===== src/rtl/pipe_stall_ctrl_if.sv =====
// -----------------------------------------------------------------------------
// pipe_stall_ctrl_if
//   Bundles the hazard/MDU request lines and the pipeline enable/bubble
//   controls exchanged between the 5-stage pipeline and pipe_stall_ctrl.
//
//   Requests (pipeline -> controller):
//     hz_stall_D    load-use / forwarding-impossible stall request
//     mdu_use_D     instruction in D touches the MDU or HI/LO
//     mdu_start_E   mult/div issuing in E this cycle (one-cycle pulse)
//     mdu_is_div_E  qualifies mdu_start_E: 1 = div/divu, 0 = mult/multu
//   Controls (controller -> pipeline):
//     pc_en, ifid_en  PC and IF/ID write enables
//     idex_clr        ID/EX synchronous clear (NOP bubble)
//     mdu_busy        MDU occupied (combinational)
//     mdu_done        one-cycle registered pulse, HI/LO result final
//     mdu_cnt         remaining busy cycles, 0 when idle
//
//   modport master : pipeline side
//   modport slave  : stall controller side
// -----------------------------------------------------------------------------
interface pipe_stall_ctrl_if #(
    parameter int CNT_W = 4
);
    logic             hz_stall_D;
    logic             mdu_use_D;
    logic             mdu_start_E;
    logic             mdu_is_div_E;
    logic             pc_en;
    logic             ifid_en;
    logic             idex_clr;
    logic             mdu_busy;
    logic             mdu_done;
    logic [CNT_W-1:0] mdu_cnt;

    modport master (
        output hz_stall_D, mdu_use_D, mdu_start_E, mdu_is_div_E,
        input  pc_en, ifid_en, idex_clr, mdu_busy, mdu_done, mdu_cnt
    );

    modport slave (
        input  hz_stall_D, mdu_use_D, mdu_start_E, mdu_is_div_E,
        output pc_en, ifid_en, idex_clr, mdu_busy, mdu_done, mdu_cnt
    );
endinterface


===== src/rtl/pipe_stall_ctrl.sv =====
// -----------------------------------------------------------------------------
// pipe_stall_ctrl
//   Central stall/bubble controller for the 5-stage pipeline. Merges the
//   decode-stage load-use stall with a multi-cycle MDU busy sequencer and
//   produces the PC enable, IF/ID enable and ID/EX bubble clear. EX/MEM and
//   MEM/WB always advance; they are not controlled here.
//
//   Ports:
//     clk    system clock, rising edge
//     reset  synchronous, active-high
//     bus    pipe_stall_ctrl_if.slave (requests in, enables/status out)
//     stall_cycles      [31:0] (PIPE_STALL_CNT_EN only) total stalled edges
//     mdu_stall_cycles  [31:0] (PIPE_STALL_CNT_EN only) edges stalled purely
//                              on the MDU (no load-use stall at the same time)
//
//   Optional feature macro: PIPE_STALL_CNT_EN (performance counters).
//
//   Parameters:
//     MULT_LAT  busy cycles for mult/multu (1..2^CNT_W-1)
//     DIV_LAT   busy cycles for div/divu   (1..2^CNT_W-1)
//     CNT_W     width of the busy countdown
// -----------------------------------------------------------------------------
module pipe_stall_ctrl #(
    parameter int MULT_LAT = 5,
    parameter int DIV_LAT  = 10,
    parameter int CNT_W    = 4
) (
    input  logic               clk,
    input  logic               reset,
    pipe_stall_ctrl_if.slave   bus
`ifdef PIPE_STALL_CNT_EN
    ,
    output logic [31:0]        stall_cycles,
    output logic [31:0]        mdu_stall_cycles
`endif
);

    localparam logic [CNT_W-1:0] MULT_LOAD = CNT_W'(MULT_LAT);
    localparam logic [CNT_W-1:0] DIV_LOAD  = CNT_W'(DIV_LAT);
    localparam logic [CNT_W-1:0] CNT_ONE   = CNT_W'(1);

    typedef enum logic {
        IDLE = 1'b0,
        BUSY = 1'b1
    } state_t;

    state_t           state_q;
    logic [CNT_W-1:0] cnt_q;
    logic             done_q;

    logic             mdu_busy;
    logic             stall;

    // -------------------------------------------------------------------------
    // MDU busy sequencer. The start edge loads the latency, so BUSY covers
    // exactly LAT cycles after it. A start seen while BUSY cannot happen in a
    // legal program (D is held), so it is dropped rather than reloading.
    // -------------------------------------------------------------------------
    always_ff @(posedge clk) begin
        if (reset) begin
            state_q <= IDLE;
            cnt_q   <= '0;
            done_q  <= 1'b0;
        end else begin
            done_q <= 1'b0;
            case (state_q)
                IDLE: begin
                    if (bus.mdu_start_E) begin
                        cnt_q   <= bus.mdu_is_div_E ? DIV_LOAD : MULT_LOAD;
                        state_q <= BUSY;
                    end
                end
                BUSY: begin
                    if (cnt_q == CNT_ONE) begin
                        cnt_q   <= '0;
                        state_q <= IDLE;
                        done_q  <= 1'b1;
                    end else begin
                        cnt_q <= cnt_q - CNT_ONE;
                    end
                end
                default: begin
                    state_q <= IDLE;
                    cnt_q   <= '0;
                end
            endcase
        end
    end

    // The issuing cycle already counts as busy so an mflo right behind a
    // mult is held without waiting for the state register to flip.
    assign mdu_busy = (state_q == BUSY) | bus.mdu_start_E;

    // Either cause yields one stall; ORing keeps it to a single bubble.
    assign stall = bus.hz_stall_D | (bus.mdu_use_D & mdu_busy);

    assign bus.pc_en    = ~stall;
    assign bus.ifid_en  = ~stall;
    assign bus.idex_clr = stall;
    assign bus.mdu_busy = mdu_busy;
    assign bus.mdu_done = done_q;
    assign bus.mdu_cnt  = cnt_q;

`ifdef PIPE_STALL_CNT_EN
    // -------------------------------------------------------------------------
    // Stall performance counters, free-running with natural 32-bit wrap.
    // The MDU counter excludes cycles already stalled by the hazard unit so
    // the two sources are not double-attributed.
    // -------------------------------------------------------------------------
    logic [31:0] stall_cnt_q;
    logic [31:0] mdu_stall_cnt_q;

    always_ff @(posedge clk) begin
        if (reset) begin
            stall_cnt_q     <= '0;
            mdu_stall_cnt_q <= '0;
        end else begin
            if (stall)
                stall_cnt_q <= stall_cnt_q + 32'd1;
            if (bus.mdu_use_D & mdu_busy & ~bus.hz_stall_D)
                mdu_stall_cnt_q <= mdu_stall_cnt_q + 32'd1;
        end
    end

    assign stall_cycles     = stall_cnt_q;
    assign mdu_stall_cycles = mdu_stall_cnt_q;
`endif

endmodule


===== src/flat_wrapper.sv =====
// flat-port wrapper written by rule: the top's interface ports become plain ports
module pipe_stall_ctrl_flat 
#(
    parameter int MULT_LAT = 5,
    parameter int DIV_LAT  = 10,
    parameter int CNT_W    = 4
)
  (clk, reset, bus_hz_stall_D, bus_mdu_use_D, bus_mdu_start_E, bus_mdu_is_div_E, bus_pc_en, bus_ifid_en, bus_idex_clr, bus_mdu_busy, bus_mdu_done, bus_mdu_cnt);
  pipe_stall_ctrl_if #(.CNT_W(CNT_W)) bus_i ();
  input  logic clk;
  input  logic reset;
  input wire logic [$bits(bus_i.hz_stall_D)-1:0] bus_hz_stall_D;
  input wire logic [$bits(bus_i.mdu_use_D)-1:0] bus_mdu_use_D;
  input wire logic [$bits(bus_i.mdu_start_E)-1:0] bus_mdu_start_E;
  input wire logic [$bits(bus_i.mdu_is_div_E)-1:0] bus_mdu_is_div_E;
  output wire logic [$bits(bus_i.pc_en)-1:0] bus_pc_en;
  output wire logic [$bits(bus_i.ifid_en)-1:0] bus_ifid_en;
  output wire logic [$bits(bus_i.idex_clr)-1:0] bus_idex_clr;
  output wire logic [$bits(bus_i.mdu_busy)-1:0] bus_mdu_busy;
  output wire logic [$bits(bus_i.mdu_done)-1:0] bus_mdu_done;
  output wire logic [$bits(bus_i.mdu_cnt)-1:0] bus_mdu_cnt;
  assign bus_i.hz_stall_D = bus_hz_stall_D;
  assign bus_i.mdu_use_D = bus_mdu_use_D;
  assign bus_i.mdu_start_E = bus_mdu_start_E;
  assign bus_i.mdu_is_div_E = bus_mdu_is_div_E;
  assign bus_pc_en = bus_i.pc_en;
  assign bus_ifid_en = bus_i.ifid_en;
  assign bus_idex_clr = bus_i.idex_clr;
  assign bus_mdu_busy = bus_i.mdu_busy;
  assign bus_mdu_done = bus_i.mdu_done;
  assign bus_mdu_cnt = bus_i.mdu_cnt;
  pipe_stall_ctrl #(.MULT_LAT(MULT_LAT), .DIV_LAT(DIV_LAT), .CNT_W(CNT_W)) u_core (.clk(clk), .reset(reset), .bus(bus_i));
endmodule

===== config.mk =====
export PLATFORM = sky130hd
export DESIGN_NAME = pipe_stall_ctrl_flat
export DESIGN_NICKNAME = d
export VERILOG_FILES = /design/src/rtl/pipe_stall_ctrl_if.sv /design/src/rtl/pipe_stall_ctrl.sv /design/src/flat_wrapper.sv
export SDC_FILE = /design/constraint.sdc
export NUM_CORES = 1
export LEC_CHECK = 0
export BUFFER_PORTS_ARGS = -buffer_cell sky130_fd_sc_hd__buf_2
export CAP_MARGIN = 10
export CORE_AREA = 2 2 39 41
export CTS_CLUSTER_SIZE = 14
export DETAILED_ROUTE_END_ITERATION = 8
export DIE_AREA = 0 0 41 43
export PLACE_DENSITY = 0.58
export SLEW_MARGIN = 10
export SYNTH_ARGS = -nofsm -noshare
export SYNTH_HDL_FRONTEND = slang
export SYNTH_SLANG_ARGS = --single-unit
export TNS_END_PERCENT = 20

===== constraint.sdc =====
create_clock -name clk -period 2.7 [get_ports clk]
set_input_delay 0.135 -clock clk [delete_from_list [all_inputs] [get_ports clk]]
set_output_delay 0.135 -clock clk [all_outputs]
set_load 0.1 [all_outputs]

==> metrics.md <==
| Metric | Value |
|---|---|
| Max_cap viols | 0 |
| Clk_skew | 5.09 ps |
| # H-tree levels | 1 |
| Slew Viols, Final | 0 |
| Layout cells sized above 1 | a little under 40% |
| Flop-to-flop setup slack | 1290 ps |
| Die Wd | 41 µm |
| Ports | 15 |
| Vias per inst | slightly below 5 |
| WL/cell | 10.3 µm |
| Max_slew headroom | between 60% and 70% |
| DR iter-0 viols | 11 |
| Worst-Skew Late Latency | 250 ps |
| Die footprint | 1760 µm² |
| Layout area overhead | 32.9% |
| Post-synthesis cell type count | 19 |
| Gr usage total | 9.94% |
| Slew @ Worst Pin | 487 ps |
| N_diodes | 0 |
| Commonest non-fill, non-tap cell in the layout | buf_2 |
| CP endpoint kind | output pin |
| Net Count, Synth | 46 |
| Most frequent cells in the layout | buf_2 (14), inv_1 (6), dfxtp_1 (6), nand2_1 (4) |
| Final ANT Viol Nets | 0 |
| First-pass GRT wire length | approximately 1.1 mm |
| Final period util | between 60% and 70% |
| Worst Hold Class | input pin to flop |
| Root Buffer | clkbuf_4 |
| #FFs+latches synth | 6 |
| Syn_area_per_cell | 8.50 µm² |
| Gr ovfl total | 0 |
| Max Fclk | about 0.58 GHz |
| CTS tree | built |
| Vias in the first global route | around 280 |
| 1st-pass router iterations | 4 |
| Hold_buf cts | 0 |
| Critical path class | flop to output pin |
| Max IR drop VDD | 262 µV |
| CTS sink cnt | 6 |
| Final setup fails | 0 |
| Initial antenna violation count | 0 |
| RSZ-0062 raised after global routing | no |
| HPWL after DPL | about 530 µm |
| Warnings, synthesis | 0 |
| Worst hold slack | approximately 120 ps |
| Max FO, Critical Path | 4 |
| Die Ht | 43 µm |
| Leak Pwr | approximately 0.22 nW |
| Core Box Area | 1380 µm² |
| FILL cells | between 100 and 150 |
| Port bufs | 14 |
| Pwr/cell area | roughly 770 nW/µm² |
| Via count | 344 |
| Post-synthesis instance total | 38 |
| NumNets Final | 64 |
| Setup crit start kind | flop |
| Setup TNS | 0 ps |
| Worst path required time | about 2600 ps |
| Placer congestion estimate | 0.792 |
| Status | complete, no violations |
| Critical Path AT | 1590 ps |
| Rows | 14 |
| Period minus WS final | 1730 ps |
| Largest net degree at the start of global routing | 9 |
| Cts repair resizes | 0 |
| Power consumption | between 0.0003 and 0.0004 W |
| Post-CTS Setup Repair Bufs | 0 |
| Detailed Route WL | about 720 µm |
| Hold Fails Final Rpt | 0 |
| Mapped cell area | 323 µm² |
| Buffer levels on the longest clock path | 2 |
| Remaining routing DRC violations | 0 |
| CTS Buf Count | 3 |
| Sequential share of the synthesized area | 37.2% |
| Starting density of the core | 23.3% |
| Clk slew on worst S/H paths | 50 ps |
per-layer routing:
| metal | global-route usage [%] | wire length (µm) |
|---|---|---|
| met4 | 10.0 | 25 |
| met1 | 13.5 | 303 |
| met2 | 11.3 | 323 |
| met5 | 0 | 0 |
| met3 | 3.14 | 69 |
Yosys cell counts:
library cell	instances	area share, %
nand2_1	4	4.6
buf_4	1	2.3
dfxtp_1	6	37
nor4_1	1	1.9
nand3b_1	1	2.3
a21o_1	1	2.3
or2_2	1	1.9
a311oi_1	2	5.4
a31oi_1	1	1.9
or2b_2	1	2.7
a221oi_1	1	2.7
nand2b_1	3	5.8
o311a_2	1	3.5
a21oi_1	2	3.1
or3_1	2	3.9
ha_1	2	7.8
and3_1	1	1.9
o21ai_0	1	1.5
inv_1	6	7.0
registers in the layout, indices dropped and copies added, names as in the netlist:
name                 count
u_core.bus.mdu_cnt       4
u_core.bus.mdu_done      1
u_core.state_q           1
report_power, final:
part	internal [W]	switching [W]	leakage [nW]
Sequential	0.0000971	0.00000819	0.0498
Clock	0.0000507	0.0000378	0.0138
Combinational	0.0000280	0.000108	0.152
metrics by stage:
step	worst slack [ps]	instance area (µm²)	cells	utilization [%]
floorplan	123	324	38	-
global placement	1260	407	67	29.4
detailed placement	1240	407	67	29.4
CTS	973	429	70	31.0
global route	925	429	70	31.0
finish	974	429	70	31.0
worst paths after layout:
kind                                            from                            endpoint  depth (start not counted)
setup / recovery           u_core.state_q$_SDFF_PP0_                         bus_ifid_en                          4
hold / removal                                 reset  u_core.bus.mdu_cnt[3]$_SDFFE_PP0N_                          2
setup reg to reg  u_core.bus.mdu_cnt[2]$_SDFFE_PP0N_  u_core.bus.mdu_cnt[3]$_SDFFE_PP0N_                          3
hold reg to reg            u_core.state_q$_SDFF_PP0_  u_core.bus.mdu_cnt[3]$_SDFFE_PP0N_                          1
cells by family (layout without fill, tap and decap cells):
family | count (synthesis) | in the layout | synth area share (%)
adders and majority gates | 2 | 2 | 7.75
and+or+nand+nor | 14 | 14 | 25.2
DFF | 6 | 6 | 37.2
AOI/OAI and AO/OA | 9 | 9 | 20.5
buffers and inverters | 7 | 23 | 9.30
layout make-up:
cell class,count,area [µm²],area share (%)
clock buffers,3,22.5,5.25
inverters,6,22.5,5.25
multi-input cells,25,174,40.5
flip-flops and latches,6,120,28.0
well taps,16,20.0,4.66
repair buffers,14,70.1,16.3
worst max-delay path, cell delays in order (launching register included):
cell	delay, ps
dfxtp_1	330
or2_2	320
a21o_2	220
inv_1	60
buf_2	420
Note: power is estimated with default switching activity, not from simulation.
